## src/rtl/pipe_hazard_if.sv

```systemverilog
// pipe_hazard_if: pipeline-side view of the hazard controller (hazard inputs in, stall/flush controls and counters out).
interface pipe_hazard_if #(
    parameter int CNT_W = 32
);
    logic [4:0]       rs1_d;
    logic [4:0]       rs2_d;
    logic [4:0]       rd_e;
    logic             mem_read_e;
    logic             pc_src_e;
    logic             imem_ready;
    logic             stall_f;
    logic             stall_d;
    logic             flush_d;
    logic             flush_e;
    logic             imem_req;
    logic [CNT_W-1:0] stall_cnt;
    logic [CNT_W-1:0] flush_cnt;
    modport master (
        output rs1_d, rs2_d, rd_e, mem_read_e, pc_src_e, imem_ready,
        input  stall_f, stall_d, flush_d, flush_e, imem_req, stall_cnt, flush_cnt
    );
    modport slave (
        input  rs1_d, rs2_d, rd_e, mem_read_e, pc_src_e, imem_ready,
        output stall_f, stall_d, flush_d, flush_e, imem_req, stall_cnt, flush_cnt
    );
endinterface

```

## src/rtl/pipe_hazard_ctrl.sv

```systemverilog
// pipe_hazard_ctrl: stall/flush sequencer for the 5-stage core, covering load-use, redirects and a
// variable-latency instruction fetch, with saturating stall/flush event counters.
module pipe_hazard_ctrl #(
    parameter int RESET_HOLD = 2,
    parameter int CNT_W      = 32
) (
    input logic          clk,
    input logic          rst_i,
    pipe_hazard_if.slave hz
);
    typedef enum logic [1:0] {INIT, RUN, IWAIT, DISCARD} state_t;
    state_t           state, state_nx, state_eff;
    logic [3:0]       hold;
    logic             lu, stall_f, stall_d, flush_d, flush_e, imem_req;
    logic [CNT_W-1:0] stall_cnt, flush_cnt;
    assign lu = hz.mem_read_e && hz.rd_e != 5'd0 && (hz.rd_e == hz.rs1_d || hz.rd_e == hz.rs2_d);
    // Reset forces the INIT response immediately, so the pipeline is held even before the first edge.
    assign state_eff = rst_i ? INIT : state;
    always_comb begin
        state_nx = state_eff;
        stall_f  = 1'b0;
        stall_d  = 1'b0;
        flush_d  = 1'b0;
        flush_e  = 1'b0;
        imem_req = 1'b0;
        case (state_eff)
            INIT: begin
                stall_f = 1'b1;
                flush_d = 1'b1;
                flush_e = 1'b1;
                if (hold == '0) state_nx = RUN;
            end
            DISCARD: begin
                stall_f = 1'b1;
                flush_d = 1'b1;
                if (hz.imem_ready) state_nx = RUN;
            end
            default: begin
                imem_req = 1'b1;
                if (hz.pc_src_e) begin
                    flush_d  = 1'b1;
                    flush_e  = 1'b1;
                    state_nx = hz.imem_ready ? RUN : DISCARD;
                end else if (lu) begin
                    stall_f  = 1'b1;
                    stall_d  = 1'b1;
                    flush_e  = 1'b1;
                    state_nx = hz.imem_ready ? RUN : IWAIT;
                end else if (!hz.imem_ready) begin
                    stall_f  = 1'b1;
                    flush_d  = 1'b1;
                    state_nx = IWAIT;
                end else begin
                    state_nx = RUN;
                end
            end
        endcase
    end
    always_ff @(posedge clk) begin
        if (rst_i) begin
            state     <= INIT;
            hold      <= 4'(RESET_HOLD - 1);
            stall_cnt <= '0;
            flush_cnt <= '0;
        end else begin
            state <= state_nx;
            if (state == INIT && hold != '0) hold <= hold - 4'd1;
            if (stall_f && stall_cnt != '1) stall_cnt <= stall_cnt + 1'b1;
            if ((flush_d || flush_e) && flush_cnt != '1) flush_cnt <= flush_cnt + 1'b1;
        end
    end
    assign hz.stall_f   = stall_f;
    assign hz.stall_d   = stall_d;
    assign hz.flush_d   = flush_d;
    assign hz.flush_e   = flush_e;
    assign hz.imem_req  = imem_req;
    assign hz.stall_cnt = stall_cnt;
    assign hz.flush_cnt = flush_cnt;
endmodule

```

## src/flat_wrapper.sv

```systemverilog
// flat-port wrapper written by rule: the top's interface ports become plain ports
module pipe_hazard_ctrl_flat 
#(
    parameter int RESET_HOLD = 2,
    parameter int CNT_W      = 32
)
  (clk, rst_i, hz_rs1_d, hz_rs2_d, hz_rd_e, hz_mem_read_e, hz_pc_src_e, hz_imem_ready, hz_stall_f, hz_stall_d, hz_flush_d, hz_flush_e, hz_imem_req, hz_stall_cnt, hz_flush_cnt);
  pipe_hazard_if #(.CNT_W(CNT_W)) hz_i ();
  input logic clk;
  input logic rst_i;
  input wire logic [$bits(hz_i.rs1_d)-1:0] hz_rs1_d;
  input wire logic [$bits(hz_i.rs2_d)-1:0] hz_rs2_d;
  input wire logic [$bits(hz_i.rd_e)-1:0] hz_rd_e;
  input wire logic [$bits(hz_i.mem_read_e)-1:0] hz_mem_read_e;
  input wire logic [$bits(hz_i.pc_src_e)-1:0] hz_pc_src_e;
  input wire logic [$bits(hz_i.imem_ready)-1:0] hz_imem_ready;
  output wire logic [$bits(hz_i.stall_f)-1:0] hz_stall_f;
  output wire logic [$bits(hz_i.stall_d)-1:0] hz_stall_d;
  output wire logic [$bits(hz_i.flush_d)-1:0] hz_flush_d;
  output wire logic [$bits(hz_i.flush_e)-1:0] hz_flush_e;
  output wire logic [$bits(hz_i.imem_req)-1:0] hz_imem_req;
  output wire logic [$bits(hz_i.stall_cnt)-1:0] hz_stall_cnt;
  output wire logic [$bits(hz_i.flush_cnt)-1:0] hz_flush_cnt;
  assign hz_i.rs1_d = hz_rs1_d;
  assign hz_i.rs2_d = hz_rs2_d;
  assign hz_i.rd_e = hz_rd_e;
  assign hz_i.mem_read_e = hz_mem_read_e;
  assign hz_i.pc_src_e = hz_pc_src_e;
  assign hz_i.imem_ready = hz_imem_ready;
  assign hz_stall_f = hz_i.stall_f;
  assign hz_stall_d = hz_i.stall_d;
  assign hz_flush_d = hz_i.flush_d;
  assign hz_flush_e = hz_i.flush_e;
  assign hz_imem_req = hz_i.imem_req;
  assign hz_stall_cnt = hz_i.stall_cnt;
  assign hz_flush_cnt = hz_i.flush_cnt;
  pipe_hazard_ctrl #(.RESET_HOLD(RESET_HOLD), .CNT_W(CNT_W)) u_core (.clk(clk), .rst_i(rst_i), .hz(hz_i));
endmodule
```

## config.mk

```make
export PLATFORM = sky130hd
export DESIGN_NAME = pipe_hazard_ctrl_flat
export DESIGN_NICKNAME = d
export VERILOG_FILES = /design/src/rtl/pipe_hazard_if.sv /design/src/rtl/pipe_hazard_ctrl.sv /design/src/flat_wrapper.sv
export SDC_FILE = /design/constraint.sdc
export NUM_CORES = 1
export LEC_CHECK = 0
export ABC_CLOCK_PERIOD_IN_PS = 2200
export BUFFER_PORTS_ARGS = -buffer_cell sky130_fd_sc_hd__buf_4
export CAP_MARGIN = 0
export CORE_MARGIN = 4
export CORE_UTILIZATION = 35
export DETAILED_ROUTE_END_ITERATION = 10
export HOLD_SLACK_MARGIN = 0.12
export PLACE_DENSITY = 0.69
export RECOVER_POWER = 100
export SYNTH_ARGS = -nofsm -noshare
export SYNTH_HDL_FRONTEND = slang
export SYNTH_SLANG_ARGS = --single-unit
```

## constraint.sdc

```tcl
create_clock -name clk -period 2.2 [get_ports clk]
set_input_delay 0 -clock clk [delete_from_list [all_inputs] [get_ports clk]]
set_output_delay 0 -clock clk [all_outputs]
set_load 0.02 [all_outputs]
```

==> impl_metrics.csv <==
group,metric,value,unit
layout,drive_above_1_share,0.235,
global_routing,met1_usage,0.199,
clock_tree,cts_sinks,70,
layout,layout_common_cells,"clkbuf_1 (66), buf_4 (65), dfxtp_1 (64)",
timing,hold_viol,0,
layout,mostFrequentLayoutCell,"clkbuf_1",
clock_tree,insertion_delay,0.33,ns
global_routing,antenna_found_initial,0,
power_and_ir_drop,p_leak,1.87,nW
power_and_ir_drop,powerDensity,653,nW/um^2
logic_synthesis,ys_top_cells_by_area,"dfxtp_1 (35%), or4_1 (7.3%), o31ai_1 (6.6%)",
clock_tree,cts_made_buffers,9,
logic_synthesis,synthSimpleGateAreaFrac,0.330,
outcome,status,"complete, no violations",
global_routing,grt_most_used_layer,"met2",
die,start_util,0.364,
setup_path,required,2.41,ns
drt,routedWlPerCell,14.9,um
clock_tree,path_clk_slew,0.05,ns
setup_path,cp_cell_sequence,"ha_1 > nand2_2 > nor3_4 > and4_1 > and2_2 > or4_1 > mux2_1",
job,cap_violations,0,
clock_tree,cts_root_buf,"clkbuf_16",
setup_path,r2r-start,"u_core.hz.stall_cnt[0]",
global_routing,met3_usage,0.0463,
die,die-area,13200,sq um
timing,skew,0.00622,ns
logic_synthesis,synth_compound_area_frac,0.169,
timing,rsz0062_at_grt,"false",
setup_path,critPathMaxStageDelay,0.51,ns
logic_synthesis,netlist-cell-type-count,50,
logic_synthesis,yosysSeqAreaShare,0.351,
setup_path,reg2reg_slack,0.1,ns
drt,vias_per_cell,5.61,
setup_path,critPathCapture,"u_core.hz.stall_cnt[8]",
timing,worstMarginPinSlew,0.622,ns
placement,hpwlAfterDp,7780,um
worst_hold_path,hp-class,"input port to register",
logic_synthesis,synth_adder_area_share,0.0157,
drt,via_count,4185,
layout,area_growth,32.7,%
placement,place_congestion,0.830,
logic_synthesis,syn_area_per_cell,8.38,sq um
setup_path,cp_slowest_cell,"or4_1",
timing,final.period_utilization,0.956,
clock_tree,cts_tree,"yes",
drt,ant_nets,0,
setup_path,crit_path_start,"u_core.hz.stall_cnt[0]",
logic_synthesis,yosysTopAreaCell,"dfxtp_1",
global_routing,grt_pass1_wl,17800,um
drt,first_pass_iters,4,
logic_synthesis,synth_ff_type,"dfxtp_1",
drt,drt-total-wl,11100,um
setup_path,path_max_fanout,5,
global_routing,grt-ovfl-total,0,
logic_synthesis,synthMuxAreaShare,0.0526,
die,die_h,115,um
setup_path,r2r_end,"u_core.hz.stall_cnt[8]",
logic_synthesis,synthCells,477,
logic_synthesis,synth-xor-area-share,0.0285,
timing,period_minus_slack,2.10,ns
logic_synthesis,synth_warnings,0,
timing,setup_violations,0,
setup_path,path_delay_family,"simple AND/OR/NAND/NOR gates",
setup_path,crit_type,"register to register",
logic_synthesis,synth_area,4000,sq um
setup_path,crit_cells,7,
logic_synthesis,synth_seq_cells,70,
layout,nFillCells,1103,
power_and_ir_drop,ir_drop,455,uV
drt,drc,0,
timing,max_freq,0.475,GHz
setup_path,cp_num_buf_inv,0,
logic_synthesis,async_flop_share,0,
logic_synthesis,synth_top_area_frac,0.351,
drt,drtIter0Drc,313,
global_routing,grt_use_met2,0.274,
setup_path,end_kind,"register",
layout,utilization,0.483,
setup_path,cp.arrival,2.32,ns
global_routing,grt_max_degree,59,
placement,port_buffers,88,
die,die_w,115,um
setup_path,crit_path_start_kind,"register",
layout,nets,626,
timing,relSlewSlack,0.585,
die,boundaryPins,89,
timing,slew_viol_final,0,
clock_tree,htreeDepth,3,
die,row_count,38,
die,core,11000,sq um
logic_synthesis,synth_top_family_by_area,"simple AND/OR/NAND/NOR gates",
logic_synthesis,synth_nets,502,
timing,tns,0,ns
logic_synthesis,synth_edf_count,0,
global_routing,grt_usage,0.163,
clock_tree,cts.path.max_buffers,2,
global_routing,grt_pass1_vias,3840,
setup_path,reg2reg_depth,7,
==> metal layers <==
metal,vias to the layer above,wire [um]
met5,-,0
met4,0,129
li1,2064,-
met2,72,5540
met3,13,515
met1,2036,4940
==> what timing repair did <==
action,CTS,global route
hold endpoints to repair,4,0
pin swaps,0,6
hold buffers,3,0
buffers inserted,0,4
endpoints found under the setup margin,2,56
gates resized for setup,2,27
gates cloned,0,1
==> power breakdown <==
part | internal (W) | switching (W)
Clock | 0.000881 | 0.000517
Combinational | 0.000278 | 0.000386
Sequential | 0.00134 | 0.0000598
==> sequential cells by signal, summed over array words and instances, names as in the netlist <==
signal               cells
u_core.hz.stall_cnt     32
u_core.hz.flush_cnt     32
u_core.state             2
u_core.hold              4
==> stage by stage <==
stage          total power (W)  std cells  setup WS [ns]  cell area, sq um  hold slack, ns
3_5_place_dp           0.00207        722       -0.00272              5090           0.276
5_1_grt                0.00365        745        0.00559              5300           0.499
6_report               0.00346        746         0.0962              5300           0.466
3_3_place_gp           0.00205        722         0.0539              5090           0.272
4_1_cts                0.00350        740        0.00295              5420           0.463
2_1_floorplan          0.00184        477        -0.0189              4040           0.184
==> Yosys cell counts (7+ instances only) <==
master and number:
a21oi_1 49, o21ai_0 9, or4_1 39, nor4_1 12, nand3_1 30, nand2_1 33
nor2b_1 17, xor2_1 12, buf_2 9, nor2_1 36, mux2_2 8, clkbuf_1 12
or3_1 7, dfxtp_1 70, inv_1 13, nand4_1 11, o31ai_1 35
==> cells by family after synthesis <==
group	after synthesis
flip-flops	70
buffers and inverters	42
AO/OA/AOI/OAI	109
adder cells (fa/ha/maj)	5
XOR/XNOR	13
AND/OR/NAND/NOR	221
multiplexers	17
==> worst min-delay path by stage <==
stage	start	to	slack, ns	cells past startpoint
floorplan	hz_imem_ready	u_core.state[1]	0.18	2
global placement	rst_i	u_core.hold[0]	0.27	3
detailed placement	rst_i	u_core.hold[0]	0.28	3
CTS	rst_i	u_core.hold[0]	0.46	4
global route	hz_mem_read_e	u_core.hz.flush_cnt[25]	0.50	5
finish	rst_i	u_core.hold[0]	0.47	4
==> cell type report <==
type                            count  area, sq um  area share
Timing Repair Buffer              142          860       0.162
Sequential cell                    70         1410       0.266
Multi-Input combinational cell    365         2510       0.474
Inverter                           13         52.6     0.00991
Clock buffer                       15          288      0.0543
Tap cell                          140          175      0.0330
Antenna cell                        1         2.50    0.000472
==> worst register-to-register path: cells and delay by family, from the launching register on <==
kind                     cells  cell delay [ns]
adder cells (fa/ha/maj)      1             0.23
flip-flops                   1             0.34
multiplexers                 1             0.32
AND/OR/NAND/NOR              5             1.09
(Power assumes the default switching activity.)
